$ cat config.mk
export PLATFORM = sky130hd
export DESIGN_NAME = btn_click_decoder_flat
export DESIGN_NICKNAME = d
export VERILOG_FILES = /design/src/rtl/btn_pkg.sv /design/src/rtl/btn_click_decoder_if.sv /design/src/rtl/btn_tick_gen.sv /design/src/rtl/btn_click_decoder.sv /design/src/flat_wrapper.sv
export SDC_FILE = /design/constraint.sdc
export NUM_CORES = 1
export LEC_CHECK = 0
export ABC_AREA = 1
export CAP_MARGIN = 20
export CORE_MARGIN = 4
export CORE_UTILIZATION = 60
export CTS_BUF_LIST = sky130_fd_sc_hd__clkbuf_16
export DETAILED_ROUTE_END_ITERATION = 8
export PLACE_DENSITY = 0.79
export SYNTH_ARGS = -nofsm -noshare
export SYNTH_HDL_FRONTEND = slang
export SYNTH_SLANG_ARGS = --single-unit
$ cat constraint.sdc
create_clock -name clk -period 1.6 [get_ports clk]
set_input_delay 0.24 -clock clk [delete_from_list [all_inputs] [get_ports clk]]
set_output_delay 0.24 -clock clk [all_outputs]
set_load 0.01 [all_outputs]
$ cat src/rtl/btn_pkg.sv
// ---------------------------------------------------------------------------
// btn_pkg
// Shared definitions for the button-handling blocks (debouncer users, click
// decoder, stopwatch time base).
//   DEF_PRESCALE     : default clk cycles per 1 ms time-base tick (100 MHz)
//   DEF_CLICK_WINDOW : default number of ms ticks allowed between clicks
//   IDLE/WAIT2/WAIT3 : click-decoder state encoding
// ---------------------------------------------------------------------------
package btn_pkg;

  localparam int DEF_PRESCALE     = 100_000;
  localparam int DEF_CLICK_WINDOW = 250;

  localparam logic [1:0] IDLE_ENC  = 2'd0;
  localparam logic [1:0] WAIT2_ENC = 2'd1;
  localparam logic [1:0] WAIT3_ENC = 2'd2;

  typedef enum logic [1:0] {
    IDLE  = IDLE_ENC,   // no click sequence open
    WAIT2 = WAIT2_ENC,  // one click seen, waiting for a second
    WAIT3 = WAIT3_ENC   // two clicks seen, waiting for a third
  } state_e;

endpackage

$ cat src/rtl/btn_click_decoder_if.sv
// ---------------------------------------------------------------------------
// btn_click_decoder_if
// Groups the click input and the classified-event outputs of the click
// decoder.
//   i_btn    : debounced click pulse (1 clk wide)
//   o_single : 1-clk pulse, single click
//   o_double : 1-clk pulse, double click
//   o_triple : 1-clk pulse, triple click (0 unless triple support is built)
//   o_busy   : a click sequence is open
// Modports:
//   master : the side that supplies clicks and consumes events
//   slave  : the decoder itself
// ---------------------------------------------------------------------------
interface btn_click_decoder_if;

  logic i_btn;
  logic o_single;
  logic o_double;
  logic o_triple;
  logic o_busy;

  modport master (
    output i_btn,
    input  o_single,
    input  o_double,
    input  o_triple,
    input  o_busy
  );

  modport slave (
    input  i_btn,
    output o_single,
    output o_double,
    output o_triple,
    output o_busy
  );

endinterface

$ cat src/rtl/btn_tick_gen.sv
// ---------------------------------------------------------------------------
// btn_tick_gen
// Prescaler producing a one-cycle time-base tick every PRESCALE clk cycles.
// The counter runs 0..PRESCALE-1; o_tick is high while it sits at PRESCALE-1.
// A synchronous clear restarts the count so a new period begins exactly on
// the cycle after the clear.
// Parameters:
//   PRESCALE : clk cycles per tick (>= 2)
// Ports:
//   clk     : system clock
//   rst     : asynchronous active-low reset
//   i_clear : synchronous restart of the period (has priority)
//   o_tick  : one-cycle tick
// ---------------------------------------------------------------------------
module btn_tick_gen
  import btn_pkg::*;
#(
  parameter int PRESCALE = DEF_PRESCALE
) (
  input  logic clk,
  input  logic rst,
  input  logic i_clear,
  output logic o_tick
);

  localparam int              CNT_W    = $clog2(PRESCALE);
  localparam logic [CNT_W-1:0] CNT_LAST = CNT_W'(PRESCALE - 1);

  logic [CNT_W-1:0] r_cnt;

  assign o_tick = (r_cnt == CNT_LAST);

  always_ff @(posedge clk or negedge rst) begin
    if (!rst) begin
      r_cnt <= '0;
    end else if (i_clear || o_tick) begin
      r_cnt <= '0;
    end else begin
      r_cnt <= r_cnt + 1'b1;
    end
  end

endmodule

$ cat src/rtl/btn_click_decoder.sv
// ---------------------------------------------------------------------------
// btn_click_decoder
// Classifies debounced click pulses into single / double (and optionally
// triple) click events. Every accepted click restarts a window of
// W = CLICK_WINDOW * PRESCALE cycles; a click arriving within the window
// extends the sequence, window expiry closes it. Events are registered
// one-clk pulses, delivered the cycle after the deciding edge.
//
// Build option:
//   CLICK_TRIPLE_EN : when defined, a second click opens a further window and
//                     a third click yields o_triple; a double click is then
//                     reported on expiry of that window. When undefined the
//                     second click yields o_double directly and o_triple is 0.
//
// Parameters:
//   PRESCALE     : clk cycles per ms tick (>= 2)
//   CLICK_WINDOW : ms ticks allowed between consecutive clicks (>= 1)
// Ports:
//   clk : system clock
//   rst : asynchronous active-low reset
//   bus : btn_click_decoder_if.slave (i_btn in; o_single/o_double/o_triple/
//         o_busy out)
// ---------------------------------------------------------------------------
module btn_click_decoder
  import btn_pkg::*;
#(
  parameter int PRESCALE     = DEF_PRESCALE,
  parameter int CLICK_WINDOW = DEF_CLICK_WINDOW
) (
  input  logic                 clk,
  input  logic                 rst,
  btn_click_decoder_if.slave   bus
);

  localparam int               WIN_W    = $clog2(CLICK_WINDOW + 1);
  localparam logic [WIN_W-1:0] WIN_LAST = WIN_W'(CLICK_WINDOW - 1);

  state_e           r_state;
  state_e           w_state_next;
  logic [WIN_W-1:0] r_win_cnt;
  logic             r_single;
  logic             r_double;
  logic             r_busy;
  logic             w_single_next;
  logic             w_double_next;
  logic             w_ms_tick;
  logic             w_expiry;
  logic             w_clear;

  // Expiry is only meaningful while a sequence is open.
  assign w_expiry = w_ms_tick && (r_win_cnt == WIN_LAST) && (r_state != IDLE);

  // Counters are held at zero while idle and restarted by every click, so the
  // window always starts counting in the cycle right after a click.
  assign w_clear = bus.i_btn || w_expiry || (r_state == IDLE);

  btn_tick_gen #(
    .PRESCALE (PRESCALE)
  ) u_tick_gen (
    .clk     (clk),
    .rst     (rst),
    .i_clear (w_clear),
    .o_tick  (w_ms_tick)
  );

  always_ff @(posedge clk or negedge rst) begin
    if (!rst) begin
      r_win_cnt <= '0;
    end else if (w_clear) begin
      r_win_cnt <= '0;
    end else if (w_ms_tick) begin
      r_win_cnt <= r_win_cnt + 1'b1;
    end
  end

`ifdef CLICK_TRIPLE_EN
  logic r_triple;
  logic w_triple_next;
`endif

  // Next-state and event decode. A click is tested before expiry so that a
  // click landing on the last window cycle still joins the sequence.
  always_comb begin
    w_state_next  = r_state;
    w_single_next = 1'b0;
    w_double_next = 1'b0;
`ifdef CLICK_TRIPLE_EN
    w_triple_next = 1'b0;
`endif
    case (r_state)
      IDLE: begin
        if (bus.i_btn) begin
          w_state_next = WAIT2;
        end
      end
      WAIT2: begin
        if (bus.i_btn) begin
`ifdef CLICK_TRIPLE_EN
          w_state_next = WAIT3;
`else
          w_state_next  = IDLE;
          w_double_next = 1'b1;
`endif
        end else if (w_expiry) begin
          w_state_next  = IDLE;
          w_single_next = 1'b1;
        end
      end
`ifdef CLICK_TRIPLE_EN
      WAIT3: begin
        if (bus.i_btn) begin
          w_state_next  = IDLE;
          w_triple_next = 1'b1;
        end else if (w_expiry) begin
          w_state_next  = IDLE;
          w_double_next = 1'b1;
        end
      end
`endif
      default: begin
        w_state_next = IDLE;
      end
    endcase
  end

  always_ff @(posedge clk or negedge rst) begin
    if (!rst) begin
      r_state  <= IDLE;
      r_busy   <= 1'b0;
      r_single <= 1'b0;
      r_double <= 1'b0;
`ifdef CLICK_TRIPLE_EN
      r_triple <= 1'b0;
`endif
    end else begin
      r_state  <= w_state_next;
      // Busy tracks the registered state, so it drops together with the
      // event pulse that closes the sequence.
      r_busy   <= (w_state_next != IDLE);
      r_single <= w_single_next;
      r_double <= w_double_next;
`ifdef CLICK_TRIPLE_EN
      r_triple <= w_triple_next;
`endif
    end
  end

  assign bus.o_single = r_single;
  assign bus.o_double = r_double;
  assign bus.o_busy   = r_busy;
`ifdef CLICK_TRIPLE_EN
  assign bus.o_triple = r_triple;
`else
  assign bus.o_triple = 1'b0;
`endif

endmodule

$ cat src/flat_wrapper.sv
// flat-port wrapper written by rule: the top's interface ports become plain ports
module btn_click_decoder_flat import btn_pkg::*;
#(
  parameter int PRESCALE     = DEF_PRESCALE,
  parameter int CLICK_WINDOW = DEF_CLICK_WINDOW
)
  (clk, rst, bus_i_btn, bus_o_single, bus_o_double, bus_o_triple, bus_o_busy);
  btn_click_decoder_if bus_i ();
  input  logic clk;
  input  logic rst;
  input wire logic [$bits(bus_i.i_btn)-1:0] bus_i_btn;
  output wire logic [$bits(bus_i.o_single)-1:0] bus_o_single;
  output wire logic [$bits(bus_i.o_double)-1:0] bus_o_double;
  output wire logic [$bits(bus_i.o_triple)-1:0] bus_o_triple;
  output wire logic [$bits(bus_i.o_busy)-1:0] bus_o_busy;
  assign bus_i.i_btn = bus_i_btn;
  assign bus_o_single = bus_i.o_single;
  assign bus_o_double = bus_i.o_double;
  assign bus_o_triple = bus_i.o_triple;
  assign bus_o_busy = bus_i.o_busy;
  btn_click_decoder #(.PRESCALE(PRESCALE), .CLICK_WINDOW(CLICK_WINDOW)) u_core (.clk(clk), .rst(rst), .bus(bus_i));
endmodule
==> out/qor.yml <==
outcome:
  outcome: "complete, no violations"
cells_and_area:
  fill_cells: 226
  drive_gt1_frac: 0.175
  fin_area_um2: 2160
  syn_to_final_growth_pct: 16.6
  stdcell_count: 294
  diodes: 0
  finalNetCount: 268
global_route:
  grt_first_pass_wirelength_um: 6490
  antenna_found_initial: 0
  track_usage: 0.204
  grt_max_degree: 31
  grt.overflow.total: 0
  grt_pass1_vias: 1455
clocking:
  cts_tree: "yes"
  cts.sinks: 30
  htreeDepth: 2
  hold_buffers: 0
  cts-root-buf: "clkbuf_16"
  cts.clk_slew.worst_paths_ns: 0.05
  numCtsBuffers: 5
  clock_latency_ns: 0.27
  cts_buffer_depth: 2
route:
  vias_per_cell: 5.34
  drt_iter0_markers: 90
  num_vias: 1570
  dr.pass1.iters: 4
  drt_wl_total_um: 3830
  postRouteAntennaNets: 0
  wl_per_cell_um: 13.0
  drc_errors: 0
placed_design:
  portBuffers: 5
  gp_congestion: 0.839
  place_ws_ns: 0.0345
  placed_cells: 284
  hpwlAfterDp_um: 2660
  placed_cell_area_um2: 1970
synthesis:
  synthCells: 244
  syn_area_per_cell_um2: 7.60
  syn_area_um2: 1860
  synth.distinct_cells: 25
  ys_ff_latch: 30
  synth_warnings: 0
  synth_seq_area_share: 0.405
pwr:
  power_mw: 1.71
  power_density_nw_per_um2: 789
  p_leak_nw: 0.973
  ir_worst_vdd_mv: 0.886
worst_hold_path:
  hp-class: "in2async"
die:
  core_area_um2: 2850
  start_util: 0.650
  top_level_ports: 7
  dieHeight_um: 63.6
  fp.dieW_um: 63.6
  design.die.area_um2: 4050
  row_count: 19
timing:
  setup_slack_ns: 0.0559
  fin_worst_skew_ns: 0.00263
  finalCritPeriodShare: 0.965
  min_period_ns: 1.54
  fmax_ghz: 0.648
  hold_violations: 0
  drv_slew: 0
  finalSetupViolCount: 0
critical_path:
  cp.arrival_ns: 1.70
  endpoint_kind: "register"
  path_max_fanout: 8
  crit_type: "reg2reg"
  required_ns: 1.76
  start_kind: "register"
job:
  maxCapViolations: 0
-- worst paths after layout --
path	from	end	slack, ns	cells past startpoint
worst min register to register	u_core.r_state[1]	u_core.r_state[0]	0.57	3
min in group clk	u_core.r_state[1]	u_core.r_state[0]	0.57	3
worst max register to register	u_core.u_tick_gen.r_cnt[0]	u_core.r_win_cnt[7]	0.06	8
worst min-delay path	rst	u_core.u_tick_gen.r_cnt[1]	0.35	2
worst max-delay path	u_core.u_tick_gen.r_cnt[0]	u_core.r_win_cnt[7]	0.06	8
max in group asynchronous	rst	u_core.u_tick_gen.r_cnt[2]	0.96	2
-- cell usage in the layout (no fill, tap or decap), types with 3 or more instances in the layout --
cell	instances
clkdlybuf4s50_1	5
nor2_2	13
dfrtp_1	29
nor2_1	40
nor3_1	5
xor2_1	9
clkinv_1	3
nand3_4	4
nand3_1	23
nand2_2	3
inv_1	31
nand4_1	8
clkbuf_16	5
nand2_1	55
buf_4	7
-- final cells by class --
class / count / area (um^2) / share of cell area
Tap cell: 31 / 38.8 / 0.0179
Multi-Input combinational cell: 179 / 1000 / 0.464
Sequential cell: 30 / 752 / 0.348
Inverter: 34 / 130 / 0.0602
Timing Repair Buffer: 12 / 103 / 0.0474
Clock inverter: 3 / 11.3 / 0.00521
Clock buffer: 5 / 125 / 0.0578
-- timing repair --
item / CTS / global route
endpoints found under the setup margin: 0 / 27
buffers inserted: 0 / 1
resized for setup: 0 / 9
-- synth_stat cells --
library cell  count  area, um^2
conb_1            1        3.75
inv_2             3        11.3
buf_6             1        11.3
nor3_4            1        16.3
o21ai_1           1        5.00
nand2_2           4        25.0
nor3b_2           1        12.5
nor2_1           42         158
nand3_4           2        35.0
nor3_2            2        20.0
ha_1              3        37.5
xor2_1            9        78.8
dfrtp_1          30         751
nand3b_1          2        15.0
buf_4             2        15.0
nand4_1           8        50.1
nor2_4            1        11.3
nand3_2           3        30.0
nand2_1          55         206
nor3_1            5        25.0
nor2_8            1        20.0
nand3_1          23         115
inv_1            31         116
nor2_2           11        68.8
xnor2_1           2        17.5
-- registers in the layout, indices dropped and copies added (netlist names) --
name,count
u_core.bus.o_single,1
u_core.bus.o_double,1
u_core.u_tick_gen.r_cnt,17
u_core.r_state,2
u_core.bus.o_busy,1
u_core.r_win_cnt,8
-- power breakdown --
group	total [mW]	leakage (nW)	internal, mW	switching (mW)
Clock	0.848	0.0663	0.556	0.292
Combinational	0.0808	0.495	0.0276	0.0532
Sequential	0.778	0.412	0.771	0.00699
Total	1.71	0.973	1.35	0.352
-- layer usage --
metal / track usage / wire (um) / vias up
li1: - / - / 799
met1: 0.278 / 1840 / 729
met2: 0.316 / 1750 / 33
met3: 0.0533 / 167 / 9
met4: 0.0647 / 79 / 0
met5: 0 / 0 / -
-- stage by stage --
step | hold WS, ns | util | TNS (ns)
5_1_grt | 0.424 | 0.758 | -0.124
3_5_place_dp | 0.458 | 0.689 | 0
6_report | 0.352 | 0.758 | 0
2_1_floorplan | -0.0556 | - | 0
4_1_cts | 0.367 | 0.737 | 0
3_3_place_gp | 0.445 | 0.689 | 0
-- kinds of logic after synthesis --
group / count (synthesis) / share of synthesized area
simple gates: 161 / 0.436
buf+inv: 37 / 0.0829
flops: 30 / 0.405
xor+xnor: 11 / 0.0519
fa+ha+maj: 3 / 0.0202
compound gates: 1 / 0.00269
other cells: 1 / 0.00202
-- critical path, stage by stage, from the launching register on --
cell and delay, ns:
dfrtp_1 0.41, ha_4 0.19, nand3_4 0.12, inv_4 0.11, nand2_4 0.09, nor2_8 0.16, nand3_4 0.10, nand3_4 0.18
nor2_2 0.06
Power figures use the tool's default switching activity.
